## config.mk

```make
export PLATFORM = sky130hd
export DESIGN_NAME = frame_sequencer
export DESIGN_NICKNAME = d
export VERILOG_FILES = /design/src/rtl/frame_sequencer.sv
export SDC_FILE = /design/constraint.sdc
export NUM_CORES = 1
export LEC_CHECK = 0
export BUFFER_PORTS_ARGS = -buffer_cell sky130_fd_sc_hd__buf_4
export CORE_ASPECT_RATIO = 0.75
export CORE_MARGIN = 2
export CORE_UTILIZATION = 45
export DETAILED_ROUTE_END_ITERATION = 10
export GPL_TIMING_DRIVEN = 0
export PLACE_DENSITY = 0.77
export SYNTH_ARGS = -nofsm -noshare
export SYNTH_HDL_FRONTEND = slang
export SYNTH_SLANG_ARGS = --single-unit
```

## constraint.sdc

```tcl
create_clock -name clk -period 2.8 [get_ports clk]
set_input_delay 0.56 -clock clk [delete_from_list [all_inputs] [get_ports clk]]
set_output_delay 0.56 -clock clk [all_outputs]
set_load 0.05 [all_outputs]
```

## src/rtl/frame_sequencer.sv

```systemverilog
// frame_sequencer: per-frame scheduler for the VGA scope path.
// Each frame runs the clear engine, then every enabled draw engine in ascending
// channel order, then a fixed hold interval. Frames repeat while enable is high.
// The active engine's pixel-write stream is muxed onto one registered write port.
//
// Ports:
//   clk, rst_n          clock, synchronous active-low reset
//   enable              run frames while high (checked in IDLE and at HOLD exit)
//   ch_en[NUM_CH]       per-channel draw enable, latched at frame start
//   clr_start/clr_done  clear engine start pulse / finished
//   clr_x/y/color/we    clear engine pixel stream
//   draw_start/done     per-channel start pulse (one-hot) / finished
//   draw_x/y/color/we   packed draw engine pixel streams, channel i at [i*W +: W]
//   pix_x/y/color/we    registered frame-buffer write port
//   busy                high in any state except IDLE
//   frame_cnt           completed-frame counter (wraps)
//   err                 sticky timeout flag
//
// Optional feature: define FRAME_SEQ_TIMEOUT_EN to add a per-phase timeout
// (parameter TIMEOUT) in CLEAR and DRAW. Without it err is tied to 0.
module frame_sequencer #(
  parameter int unsigned COORD_W     = 8,
  parameter int unsigned COLOR_W     = 12,
  parameter int unsigned NUM_CH      = 2,
  parameter int unsigned HOLD_CYCLES = 10000,
  parameter int unsigned HOLD_W      = 16
`ifdef FRAME_SEQ_TIMEOUT_EN
  ,
  parameter int unsigned TIMEOUT     = 65535
`endif
) (
  input  logic                        clk,
  input  logic                        rst_n,
  input  logic                        enable,
  input  logic [NUM_CH-1:0]           ch_en,
  output logic                        clr_start,
  input  logic                        clr_done,
  input  logic [COORD_W-1:0]          clr_x,
  input  logic [COORD_W-1:0]          clr_y,
  input  logic [COLOR_W-1:0]          clr_color,
  input  logic                        clr_we,
  output logic [NUM_CH-1:0]           draw_start,
  input  logic [NUM_CH-1:0]           draw_done,
  input  logic [NUM_CH*COORD_W-1:0]   draw_x,
  input  logic [NUM_CH*COORD_W-1:0]   draw_y,
  input  logic [NUM_CH*COLOR_W-1:0]   draw_color,
  input  logic [NUM_CH-1:0]           draw_we,
  output logic [COORD_W-1:0]          pix_x,
  output logic [COORD_W-1:0]          pix_y,
  output logic [COLOR_W-1:0]          pix_color,
  output logic                        pix_we,
  output logic                        busy,
  output logic [15:0]                 frame_cnt,
  output logic                        err
);

  localparam int unsigned CH_W = (NUM_CH > 1) ? $clog2(NUM_CH) : 1;
  // HOLD_CYCLES=0 degenerates to a single hold cycle.
  localparam logic [HOLD_W-1:0] HOLD_LAST =
      (HOLD_CYCLES == 0) ? '0 : HOLD_W'(HOLD_CYCLES - 1);

  typedef enum logic [1:0] {StIdle, StClear, StDraw, StHold} state_e;

  state_e              state_q, state_d;
  logic [CH_W-1:0]     ch_q, ch_d;
  logic [NUM_CH-1:0]   mask_q, mask_d;
  logic                first_q, first_d;   // first cycle of a state or channel
  logic [HOLD_W-1:0]   hold_q, hold_d;
  logic [15:0]         frame_q, frame_d;
  logic [COORD_W-1:0]  pix_x_q, pix_x_d, pix_y_q, pix_y_d;
  logic [COLOR_W-1:0]  pix_color_q, pix_color_d;
  logic                pix_we_q, pix_we_d;

  logic [CH_W-1:0]     first_ch, next_ch;
  logic                next_found;
  logic                cur_draw_done, sel_we;
  logic [COORD_W-1:0]  sel_x, sel_y;
  logic [COLOR_W-1:0]  sel_color;
  logic                phase_done;

  // Channel search and current-channel selection.
  always_comb begin
    first_ch      = '0;
    next_ch       = '0;
    next_found    = 1'b0;
    cur_draw_done = 1'b0;
    sel_x         = '0;
    sel_y         = '0;
    sel_color     = '0;
    sel_we        = 1'b0;
    draw_start    = '0;
    // Descending scan so the lowest qualifying bit wins.
    for (int i = NUM_CH - 1; i >= 0; i--) begin
      if (mask_q[i]) begin
        first_ch = CH_W'(i);
        if (CH_W'(i) > ch_q) begin
          next_ch    = CH_W'(i);
          next_found = 1'b1;
        end
      end
    end
    for (int i = 0; i < NUM_CH; i++) begin
      if (CH_W'(i) == ch_q) begin
        cur_draw_done = draw_done[i];
        sel_x         = draw_x[i*COORD_W +: COORD_W];
        sel_y         = draw_y[i*COORD_W +: COORD_W];
        sel_color     = draw_color[i*COLOR_W +: COLOR_W];
        sel_we        = draw_we[i];
        draw_start[i] = (state_q == StDraw) && first_q;
      end
    end
  end

  assign clr_start = (state_q == StClear) && first_q;
  assign busy      = (state_q != StIdle);

`ifdef FRAME_SEQ_TIMEOUT_EN
  logic [31:0] phase_q, phase_d;
  logic        err_q, err_d;
  logic        real_done, timeout_hit;

  always_comb begin
    real_done = 1'b0;
    if (!first_q) begin
      if (state_q == StClear)     real_done = clr_done;
      else if (state_q == StDraw) real_done = cur_draw_done;
    end
    timeout_hit = ((state_q == StClear) || (state_q == StDraw)) &&
                  ((phase_q + 32'd1) >= 32'(TIMEOUT));
    phase_done  = real_done || timeout_hit;
    err_d       = err_q || (timeout_hit && !real_done);
    phase_d     = first_d ? '0 : phase_q + 32'd1;
  end

  always_ff @(posedge clk) begin
    if (!rst_n) begin
      phase_q <= '0;
      err_q   <= 1'b0;
    end else begin
      phase_q <= phase_d;
      err_q   <= err_d;
    end
  end

  assign err = err_q;
`else
  always_comb begin
    phase_done = 1'b0;
    if (!first_q) begin
      if (state_q == StClear)     phase_done = clr_done;
      else if (state_q == StDraw) phase_done = cur_draw_done;
    end
  end

  assign err = 1'b0;
`endif

  // Next-state logic.
  always_comb begin
    state_d = state_q;
    ch_d    = ch_q;
    mask_d  = mask_q;
    first_d = 1'b0;
    hold_d  = hold_q;
    frame_d = frame_q;
    case (state_q)
      StIdle: begin
        if (enable) begin
          mask_d  = ch_en;
          state_d = StClear;
          first_d = 1'b1;
        end
      end
      StClear: begin
        if (phase_done) begin
          first_d = 1'b1;
          if (|mask_q) begin
            state_d = StDraw;
            ch_d    = first_ch;
          end else begin
            state_d = StHold;
            hold_d  = '0;
          end
        end
      end
      StDraw: begin
        if (phase_done) begin
          first_d = 1'b1;
          if (next_found) begin
            ch_d = next_ch;
          end else begin
            state_d = StHold;
            hold_d  = '0;
          end
        end
      end
      StHold: begin
        hold_d = hold_q + 1'b1;
        if (hold_q == HOLD_LAST) begin
          frame_d = frame_q + 16'd1;
          if (enable) begin
            mask_d  = ch_en;
            state_d = StClear;
            first_d = 1'b1;
          end else begin
            state_d = StIdle;
          end
        end
      end
      default: state_d = StIdle;
    endcase
  end

  // Pixel mux; the register delay means the first cycle after a state change
  // still carries the previous source's last write.
  always_comb begin
    pix_x_d     = '0;
    pix_y_d     = '0;
    pix_color_d = '0;
    pix_we_d    = 1'b0;
    if (state_q == StClear) begin
      pix_x_d     = clr_x;
      pix_y_d     = clr_y;
      pix_color_d = clr_color;
      pix_we_d    = clr_we;
    end else if (state_q == StDraw) begin
      pix_x_d     = sel_x;
      pix_y_d     = sel_y;
      pix_color_d = sel_color;
      pix_we_d    = sel_we;
    end
  end

  always_ff @(posedge clk) begin
    if (!rst_n) begin
      state_q     <= StIdle;
      ch_q        <= '0;
      mask_q      <= '0;
      first_q     <= 1'b0;
      hold_q      <= '0;
      frame_q     <= '0;
      pix_x_q     <= '0;
      pix_y_q     <= '0;
      pix_color_q <= '0;
      pix_we_q    <= 1'b0;
    end else begin
      state_q     <= state_d;
      ch_q        <= ch_d;
      mask_q      <= mask_d;
      first_q     <= first_d;
      hold_q      <= hold_d;
      frame_q     <= frame_d;
      pix_x_q     <= pix_x_d;
      pix_y_q     <= pix_y_d;
      pix_color_q <= pix_color_d;
      pix_we_q    <= pix_we_d;
    end
  end

  assign pix_x     = pix_x_q;
  assign pix_y     = pix_y_q;
  assign pix_color = pix_color_q;
  assign pix_we    = pix_we_q;
  assign frame_cnt = frame_q;

endmodule

```

==> PnR_summary.wiki <==
{| class="wikitable"
! Metric !! Value
|-
| Result of the run || finished, final reports clean
|-
| Routed wirelength normalized by instance count || 15.7 um
|-
| Worst-case clock skew || 10.6 ps
|-
| End of the worst register-to-register path || hold_q[14]
|-
| Area inside the core boundary || 7260 um^2
|-
| Cell depth of the worst hold path || 3
|-
| Number of max-cap violations || 0
|-
| Setup slack of the most critical reg-to-reg path || 400 ps
|-
| Upper clock frequency limit || 392 MHz
|-
| Place WS || 430 ps
|-
| Measured slew at the worst slew-check pin || 749 ps
|-
| Post-synthesis async set-or-reset flop share || 0%
|-
| Initial core utilization || 46.1%
|-
| Top-level I/O count || 145
|-
| Worst vdd ir || 0.423 mV
|-
| Library cells used by synthesis || 47
|-
| Num CTS Buffers || 9
|-
| Gr usage total || 24.7%
|-
| Routability Congestion || 0.844
|-
| Root buffer selected by CTS || clkbuf_8
|-
| Overall routed net length || 10.2 mm
|-
| Final number of setup-violating endpoints || 0
|-
| Fin Setup TNS || 0 ps
|-
| Period minus WS final || 2550 ps
|-
| Crit path kind || register to output port
|-
| Ys Warns || 0
|-
| Share of Yosys cell area claimed by the top area cell type || 40.1%
|-
| Synthesized netlist cell count || 391
|-
| Depth of the most critical reg-to-reg path || 7
|-
| Syn_nets || 493
|-
| Via count of the first global-routing pass || 3265
|-
| End-of-flow core utilization || 65.3%
|-
| Hold Path Origin || ch_en[0]
|-
| First-pass GRT wire length || 16.1 mm
|-
| Via count || 3482
|-
| Clock latency of the later-clocked register in the worst-skew pair || 350 ps
|-
| Post-route DRC violation count || 0
|-
| Fin crit share || 91.1%
|-
| Post-synthesis sequential element count || 67
|-
| Drt via density || 5.36
|-
| Top post-synthesis cells by area || dfxtp_1 (40%), mux2_2 (9.8%), a22oi_1 (6.5%), nor2_1 (5.9%), nand2_1 (3.8%)
|-
| Critical Path Max Stage Delay || 350 ps
|-
| R2R Path Start || state_q[1]
|-
| Pwr Density || 680 nW/um^2
|-
| Initial antenna violation count || 0
|-
| Cts hold-fix bufs || 0
|-
| Area of all placed cells without fillers || 4740 um^2
|-
| Data required time at the worst endpoint || 2240 ps
|-
| Top FF cell, synth || dfxtp_1
|-
| Total global routing overflow || 0
|-
| Clock buffer depth || 2
|-
| CTS H-tree lvls || 3
|-
| Max-slew violations || 0
|-
| Unrepaired setup endpoints after global routing || no
|-
| Data arrival at the endpoint of the critical path || 1990 ps
|-
| Post-DP Area || 4540 um^2
|-
| Max-slew headroom at the worst pin || 49.7%
|-
| Worst-case hold path end point || mask_q[0]
|-
| Worst path slowest cell || clkbuf_1
|-
| Post-CTS Setup Bufs || 0
|-
| Average footprint of a synthesized cell || 8.56 um^2
|-
| Overall die area || 8150 um^2
|-
| Port Buf Inserts || 142
|-
| Layout net count || 646
|-
| Remaining number of nets flagged by the antenna check after routing || 0
|-
| Path category of the worst min-delay check || input port to register
|-
| Least setup slack across all paths after layout || 250 ps
|-
| Setup crit end kind || output port
|-
| Lkg Pwr || 1.98 nW
|-
| Initial DRC Count || 198
|-
| Library cell occupying the most area in the post-synthesis netlist || dfxtp_1
|-
| Number of search-and-repair iterations in the first detailed-routing pass || 4
|-
| Share of cells above drive strength 1 || 36.4%
|-
| Critical path peak fanout || 10
|-
| Clock tree from TritonCTS || yes
|-
| Vertical die dimension || 78.7 um
|-
| Die W || 104 um
|-
| Post-Syn Area || 3350 um^2
|-
| Final hold violation count || 0
|-
| Number of synthesized flops with an enable pin || 0
|-
| Area growth from synthesis to layout || 41.7%
|-
| # clock sinks || 67
|-
| Sequential-to-total area share from yosys stat || 40.1%
|-
| Detailed placement HPWL || 7.84 mm
|-
| Placement row count || 27
|-
| Ordered list of cells on the worst path || inv_1, ha_1, clkbuf_1, clkbuf_2, and2_1, buf_4
|-
| Worst slack on hold paths || 443 ps
|-
| Pin count of the biggest net entering global routing || 13
|-
| Diodes inserted || 0
|-
| Critical Path Start Type || register
|-
| Clock-pin slew reported for the worst setup and hold paths after clock tree synthesis || 70 ps
|}
==> cell type report <==
class / count / area, um^2
fillers: 623 / 2520
multi-input cells: 290 / 1870
flip-flops and latches: 67 / 1340
repair buffers: 142 / 1070
clock buffers: 10 / 138
well taps: 101 / 126
plain buffers: 26 / 105
clock inverters: 6 / 63.8
inverters: 8 / 30.0
==> critical path: cells and delay by family (launching register included) <==
kind	cells	cell delay, ps
buffers and inverters	4	980
DFF	1	330
and+or+nand+nor	1	150
adders and majority gates	1	170
==> synthesized netlist by cell type, types with 2 or more instances <==
| library cell | count |
|---|---|
| or2_2 | 2 |
| xnor2_1 | 9 |
| and4_1 | 2 |
| a22oi_1 | 29 |
| and3_1 | 8 |
| o22ai_1 | 10 |
| nand2_1 | 34 |
| nor2_1 | 53 |
| a221o_1 | 3 |
| xor2_1 | 3 |
| nand3_1 | 18 |
| o32ai_1 | 4 |
| nor3b_1 | 2 |
| clkbuf_1 | 17 |
| buf_1 | 6 |
| dfxtp_1 | 67 |
| a21oi_1 | 16 |
| nor3_1 | 8 |
| nand4_1 | 8 |
| ha_1 | 7 |
| nor2b_1 | 2 |
| mux2_2 | 29 |
| or3_2 | 3 |
| inv_1 | 8 |
| buf_2 | 2 |
| nand3b_1 | 3 |
| nand2b_1 | 5 |
| or3_1 | 7 |
| o21ai_0 | 8 |
==> cell families (layout without fill, tap and decap cells) <==
| logic type | count (synthesis) | count (layout) | synth area share (%) |
|---|---|---|---|
| mux | 30 | 30 | 10.1 |
| flops | 67 | 67 | 40.1 |
| other cells | 1 | 1 | 0.112 |
| compound gates | 77 | 77 | 15.8 |
| buf+inv | 34 | 192 | 4.00 |
| xor+xnor | 12 | 12 | 3.14 |
| simple gates | 163 | 163 | 24.2 |
| fa+ha+maj | 7 | 7 | 2.62 |
==> through the flow <==
stage	cells	power, mW
global route	650	3.37
finish	650	3.22
detailed placement	634	2.41
CTS	650	3.23
floorplan	391	1.99
global placement	634	2.38
==> power by group <==
group	total (mW)	leakage, nW	internal (mW)	switching, mW
clock network	0.822	0.0987	0.435	0.386
registers	1.12	0.543	1.07	0.0510
logic	1.28	1.34	0.451	0.833
==> sequential cells by signal, indices dropped and copies added (netlist names) <==
| register | flops |
|---|---|
| frame_cnt | 16 |
| hold_q | 16 |
| pix_color | 12 |
| pix_x | 8 |
| pix_y | 8 |
| mask_q | 2 |
| state_q | 2 |
| ch_q | 1 |
| first_q | 1 |
| pix_we | 1 |
==> worst max-delay path by stage <==
stage | start | endpoint | slack, ps | cells after the start
6_report | state_q[1] | clr_start | 250 | 6
5_1_grt | state_q[1] | clr_start | 50 | 6
4_1_cts | state_q[1] | clr_start | 100 | 6
3_3_place_gp | state_q[1] | hold_q[14] | 530 | 7
2_1_floorplan | state_q[1] | clr_start | 680 | 5
3_5_place_dp | state_q[1] | hold_q[9] | 430 | 8
==> timing repair <==
action                                  CTS  global route
resized for setup                         0             1
hold endpoints to repair                  0             0
endpoints found under the setup margin    0             1
==> routing by layer <==
| metal | part of all wire [%] | vias to the layer above | GRT usage [%] |
|---|---|---|---|
| met4 | 2.5 | 0 | 8.24 |
| met3 | 5.8 | 20 | 6.73 |
| met5 | 0 | - | 0 |
| met2 | 46 | 137 | 38.3 |
| met1 | 46 | 1610 | 33.4 |
| li1 | - | 1715 | - |
==> layout by cell type, fill, tap and decap left out, types with 9 or more instances in the layout <==
| master | instances |
|---|---|
| clkbuf_1 | 17 |
| buf_4 | 143 |
| clkbuf_8 | 10 |
| dfxtp_1 | 67 |
| nand2_1 | 34 |
| mux2_2 | 29 |
| nand3_1 | 18 |
| a21oi_1 | 16 |
| nor2_1 | 53 |
| xnor2_1 | 9 |
| o22ai_1 | 10 |
| a22oi_1 | 29 |
Power figures use the tool's default switching activity.
